[src/rtl/data_mem_arbiter_pkg.sv]
// Shared types and default widths for the CPU/DMA data-memory arbiter.
package data_mem_arbiter_pkg;

  localparam int unsigned DefAddrW = 22;
  localparam int unsigned DefDataW = 32;
  localparam int unsigned WaitW    = 4;

  typedef enum logic {
    StIdle   = 1'b0,
    StAccess = 1'b1
  } state_e;

  typedef enum logic {
    OwnerCpu = 1'b0,
    OwnerDma = 1'b1
  } owner_e;

endpackage

[src/rtl/dma_arb_policy.sv]
// Winner selection between CPU and DMA: round-robin or CPU priority with a
// DMA anti-starvation counter.
module dma_arb_policy
  import data_mem_arbiter_pkg::*;
#(
  parameter int unsigned CPU_PRIO = 1,
  parameter int unsigned MAX_WAIT = 4
) (
  input  logic   clk,
  input  logic   reset_n,
  input  logic   i_cpu_req,
  input  logic   i_dma_req,
  output logic   o_any_req,
  output owner_e o_winner
);

  localparam logic [WaitW-1:0] MaxWait = WaitW'(MAX_WAIT);

  owner_e           r_last;
  logic [WaitW-1:0] r_wait_cnt;
  logic             w_dma_wins;
  logic             w_contend_dma;

  // On contention the DMA wins either by turn (round-robin) or once it has waited long enough.
  always_comb begin
    w_contend_dma = (CPU_PRIO != 0) ? (r_wait_cnt == MaxWait) : (r_last == OwnerCpu);
    w_dma_wins    = i_dma_req && (!i_cpu_req || w_contend_dma);
    o_any_req     = i_cpu_req || i_dma_req;
    o_winner      = w_dma_wins ? OwnerDma : OwnerCpu;
  end

  always_ff @(posedge clk or negedge reset_n) begin
    if (!reset_n) begin
      r_last     <= OwnerCpu;
      r_wait_cnt <= '0;
    end else begin
      if (o_any_req) begin
        r_last <= o_winner;
      end
      if (i_dma_req && !w_dma_wins) begin
        r_wait_cnt <= (r_wait_cnt == MaxWait) ? r_wait_cnt : r_wait_cnt + 1'b1;
      end else begin
        r_wait_cnt <= '0;
      end
    end
  end

endmodule

[src/rtl/data_mem_arbiter.sv]
// Two-port (CPU, DMA) arbiter onto a single-ported data memory: one access per
// cycle, registered address/data/write-enable and registered read data.
module data_mem_arbiter
  import data_mem_arbiter_pkg::*;
#(
  parameter int unsigned ADDR_W   = DefAddrW,
  parameter int unsigned DATA_W   = DefDataW,
  parameter int unsigned CPU_PRIO = 1,
  parameter int unsigned MAX_WAIT = 4
) (
  input  logic              clk,
  input  logic              reset_n,
  input  logic              cpu_req,
  input  logic [ADDR_W-1:0] cpu_addr,
  input  logic [DATA_W-1:0] cpu_wdata,
  input  logic              cpu_we,
  output logic              cpu_gnt,
  output logic              cpu_rvalid,
  output logic [DATA_W-1:0] cpu_rdata,
  input  logic              dma_req,
  input  logic [ADDR_W-1:0] dma_addr,
  input  logic [DATA_W-1:0] dma_wdata,
  input  logic              dma_we,
  output logic              dma_gnt,
  output logic              dma_rvalid,
  output logic [DATA_W-1:0] dma_rdata,
  output logic [ADDR_W-1:0] mem_address,
  output logic [DATA_W-1:0] mem_dataIn,
  output logic              mem_writeEnable,
  input  logic [DATA_W-1:0] mem_dataOut
);

  state_e            r_state;
  owner_e            r_owner;
  logic [ADDR_W-1:0] r_addr;
  logic [DATA_W-1:0] r_wdata;
  logic              r_we;
  logic              r_cpu_gnt;
  logic              r_dma_gnt;
  logic              r_cpu_rvalid;
  logic              r_dma_rvalid;
  logic [DATA_W-1:0] r_cpu_rdata;
  logic [DATA_W-1:0] r_dma_rdata;

  logic              w_any_req;
  owner_e            w_winner;
  logic [ADDR_W-1:0] w_sel_addr;
  logic [DATA_W-1:0] w_sel_wdata;
  logic              w_sel_we;
  logic              w_cpu_rd_done;
  logic              w_dma_rd_done;

  dma_arb_policy #(
    .CPU_PRIO (CPU_PRIO),
    .MAX_WAIT (MAX_WAIT)
  ) u_policy (
    .clk       (clk),
    .reset_n   (reset_n),
    .i_cpu_req (cpu_req),
    .i_dma_req (dma_req),
    .o_any_req (w_any_req),
    .o_winner  (w_winner)
  );

  always_comb begin
    w_sel_addr    = (w_winner == OwnerDma) ? dma_addr  : cpu_addr;
    w_sel_wdata   = (w_winner == OwnerDma) ? dma_wdata : cpu_wdata;
    w_sel_we      = (w_winner == OwnerDma) ? dma_we    : cpu_we;
    w_cpu_rd_done = (r_state == StAccess) && (r_owner == OwnerCpu) && !r_we;
    w_dma_rd_done = (r_state == StAccess) && (r_owner == OwnerDma) && !r_we;
  end

  // Memory-side fields are zeroed in IDLE so the async reset also drops the write enable.
  always_ff @(posedge clk or negedge reset_n) begin
    if (!reset_n) begin
      r_state      <= StIdle;
      r_owner      <= OwnerCpu;
      r_addr       <= '0;
      r_wdata      <= '0;
      r_we         <= 1'b0;
      r_cpu_gnt    <= 1'b0;
      r_dma_gnt    <= 1'b0;
      r_cpu_rvalid <= 1'b0;
      r_dma_rvalid <= 1'b0;
      r_cpu_rdata  <= '0;
      r_dma_rdata  <= '0;
    end else begin
      r_cpu_rvalid <= w_cpu_rd_done;
      r_dma_rvalid <= w_dma_rd_done;
      if (w_cpu_rd_done) r_cpu_rdata <= mem_dataOut;
      if (w_dma_rd_done) r_dma_rdata <= mem_dataOut;
      if (w_any_req) begin
        r_state   <= StAccess;
        r_owner   <= w_winner;
        r_addr    <= w_sel_addr;
        r_wdata   <= w_sel_wdata;
        r_we      <= w_sel_we;
        r_cpu_gnt <= (w_winner == OwnerCpu);
        r_dma_gnt <= (w_winner == OwnerDma);
      end else begin
        r_state   <= StIdle;
        r_addr    <= '0;
        r_wdata   <= '0;
        r_we      <= 1'b0;
        r_cpu_gnt <= 1'b0;
        r_dma_gnt <= 1'b0;
      end
    end
  end

  assign cpu_gnt         = r_cpu_gnt;
  assign dma_gnt         = r_dma_gnt;
  assign cpu_rvalid      = r_cpu_rvalid;
  assign dma_rvalid      = r_dma_rvalid;
  assign cpu_rdata       = r_cpu_rdata;
  assign dma_rdata       = r_dma_rdata;
  assign mem_address     = r_addr;
  assign mem_dataIn      = r_wdata;
  assign mem_writeEnable = r_we;

endmodule

[config.mk]
export PLATFORM = sky130hd
export DESIGN_NAME = data_mem_arbiter
export DESIGN_NICKNAME = d
export VERILOG_FILES = /design/src/rtl/data_mem_arbiter_pkg.sv /design/src/rtl/dma_arb_policy.sv /design/src/rtl/data_mem_arbiter.sv
export SDC_FILE = /design/constraint.sdc
export NUM_CORES = 1
export LEC_CHECK = 0
export ABC_CLOCK_PERIOD_IN_PS = 1400
export CAP_MARGIN = 20
export CORE_MARGIN = 4
export CORE_UTILIZATION = 34
export CTS_CLUSTER_SIZE = 20
export DETAILED_ROUTE_END_ITERATION = 6
export GPL_TIMING_DRIVEN = 0
export PLACE_DENSITY = 0.84
export SLEW_MARGIN = 0
export SYNTH_ARGS = -nofsm -noshare
export SYNTH_HDL_FRONTEND = slang
export SYNTH_SLANG_ARGS = --single-unit
[constraint.sdc]
create_clock -name clk -period 1.4 [get_ports clk]
set_input_delay 0.28 -clock clk [delete_from_list [all_inputs] [get_ports clk]]
set_output_delay 0.28 -clock clk [all_outputs]
set_load 0.01 [all_outputs]
==> out/qor.csv <==
metric;value;unit
ant_nets;0;
drive_above_1_share;24.0;%
reg2reg_depth;7;
slowest_delay;0.37;ns
pin_count;269;
die_w;126;um
synth_nets;435;
clock_path_buffers;2;
tightest_slew;0.598;ns
io_buffer_count;268;
utilization;64.8;%
yosysTopAreaCell;dfrtp_1;
synthToLayoutAreaGrowth;84.0;%
antenna_cells;0;
clock_latency;0.40;ns
violations;setup timing;
grt-ovfl-total;0;
r2r_start;u_policy.r_wait_cnt[1];
cp_slowest_cell;dfrtp_1;
grt_max_degree;67;
finalNetCount;747;
wl;14.8;mm
rows;42;
rr_endpoint;mem_dataIn[22];
seq_area_frac_synth;68.4;%
cts_buffers;17;
ys_warn_count;0;
worstPathMaxFanout;10;
path_clk_slew;0.06;ns
grt_util_all_layers;18.4;%
htree_num_levels;4;
hold_viol;0;
viasPerCell;4.65;
fin_ws;-0.234;ns
slew_violations;0;
crit_path_end_kind;flop;
core;0.0134;mm^2
gp_congestion;0.806;
synth.area.top_cells;dfrtp_1 68%, mux2_2 14%, a22o_1 10%, buf_6 1.7%, mux2_1 0.95%;
power.density;1350;mW/mm^2
fp.dieH;126;um
ir_drop;0.694;mV
cp_num_buf_inv;3;
fin_crit;1.63;ns
wl_per_cell;18.7;um
rsz0062_at_grt;true;
critical_path_class;flop to flop;
dr.pass1.iters;4;
tritoncts;yes;
outcome;finished, violations left;
cap_viol_max_count;0;
antenna_found_initial;0;
final_area;0.00869;mm^2
worstPathArrival;1.92;ns
ys_ff_latch;129;
leakage;0.00411;uW
synth_top_area_share;68.4;%
critPathLaunchType;flop;
finalClockSkew;0.00796;ns
crit_chain;inv_1 -> ha_2 -> and3b_2 -> o21a_4 -> buf_6 -> buf_8 -> a22o_1;
finalCritPeriodShare;117;%
path_delay_family;compound AO/OA/AOI/OAI gates;
setup_tns;-13.81;ns
die-area;0.0158;mm^2
max-slew-margin-rel;60.2;%
first_iter_violations;142;
dpl.hpwl;11.0;mm
cts-root-buf;clkbuf_16;
nFillCells;1014;
drc;0;
setup_viol;90;
synth.avg_cell_area;16.5;um^2
initial_core_util;35.2;%
grt_pass1_vias;4197;
placed_cell_area;0.00767;mm^2
syn-cell-area;0.00472;mm^2
finalPower;11700;uW
synth_flop_cell;dfrtp_1;
reg2reg_slack;-0.23;ns
cts.sinks;129;
synth_enable_flop_cells;0;
synth_cells;287;
grt_pass1_wl;22.7;mm
num_vias;3664;
fmax;0.612;GHz
hold_path_class;input port to asynchronous set/reset pin;
dp_slack;-0.350;ns
async_reset_ff_share;100;%
synthDistinctLibCells;22;
required;1.69;ns
[worst max-delay path by stage]
stage / start / end / slack (ns) / depth (start not counted)
after global routing: u_policy.r_wait_cnt[1] / mem_dataIn[16] / -0.33 / 7
after detailed placement: dma_req / mem_address[7] / -0.35 / 4
after floorplan: u_policy.r_wait_cnt[0] / mem_address[14] / -0.08 / 7
final: u_policy.r_wait_cnt[1] / mem_dataIn[22] / -0.23 / 7
after global placement: reset_n / mem_address[4] / -4.60 / 1
after CTS: u_policy.r_wait_cnt[1] / mem_dataIn[16] / -0.21 / 7
[registers in the layout, indices dropped and copies added (netlist names), 4 cells and up]
signal and count:
cpu_rdata 32, u_policy.r_wait_cnt 4, mem_dataIn 32, mem_address 22, dma_rdata 32
[where the power goes]
group,total [uW],switching [uW],internal [uW],leakage (uW)
clock network,4480,1590,2890,0.000299
registers,4530,250,4280,0.00156
logic,2700,1050,1650,0.00225
total,11700,2890,8810,0.00411
[metrics by stage]
step	hold WS (ns)	instances
after floorplan	-0.0156	287
after global routing	0.462	788
after CTS	0.441	785
after global placement	0.467	731
after detailed placement	0.300	732
final	0.432	788
[routing by layer]
layer  global-route usage [%]  wire [um]  share of wire (%)  up-vias
met2                     33.2       7790                 53      191
li1                         -          -                  -     1685
met4                     8.14        462                3.1        0
met1                     20.2       5480                 37     1759
met3                     5.08       1030                7.0       29
met5                        0          0                  0        -
[Yosys cell counts (all sizes together), types with 2 or more instances]
master / n
a22o: 55
and3: 4
buf: 17
ha: 2
inv: 4
dfrtp: 129
mux2: 64
[repair_timing]
action,CTS,global route
setup buffers,16,3
pin swaps,1,4
hold buffers,1,0
gates resized for setup,181,25
hold endpoints to repair,63,0
gates cloned,4,2
endpoints found under the setup margin,237,130
[cell usage in the layout (no fill, tap or decap), types with 2 or more instances in the layout]
cell / count
clkdlybuf4s50_1: 144
dfrtp_1: 129
dlygate4sd2_1: 115
a22o_1: 55
mux2_4: 32
mux2_2: 32
clkbuf_16: 19
buf_6: 16
buf_8: 8
buf_12: 7
clkdlybuf4s15_1: 7
buf_4: 6
and3_1: 4
clkinv_2: 4
inv_1: 3
clkinv_4: 3
bufinv_16: 3
buf_2: 2
clkinvlp_4: 2
clkbuf_8: 2
buf_16: 2
[layout make-up]
type | count | area, um^2 | area share, %
multi-input cells | 136 | 1480 | 17.0
clock buffers | 19 | 453 | 5.21
well taps | 176 | 220 | 2.53
repair buffers | 293 | 2910 | 33.5
flip-flops and latches | 129 | 3230 | 37.2
clock inverters | 13 | 160 | 1.84
inverters | 4 | 15.0 | 0.173
plain buffers | 18 | 228 | 2.62
[logic make-up after synthesis]
| kind of cell | after synthesis | synth area share [%] |
|---|---|---|
| compound gates | 58 | 10.6 |
| xor+xnor | 2 | 0.371 |
| fa+ha+maj | 2 | 0.530 |
| buf+inv | 22 | 3.39 |
| flops | 129 | 68.4 |
| mux | 64 | 15.3 |
| simple gates | 10 | 1.46 |
Note: power is estimated with default switching activity, not from simulation.
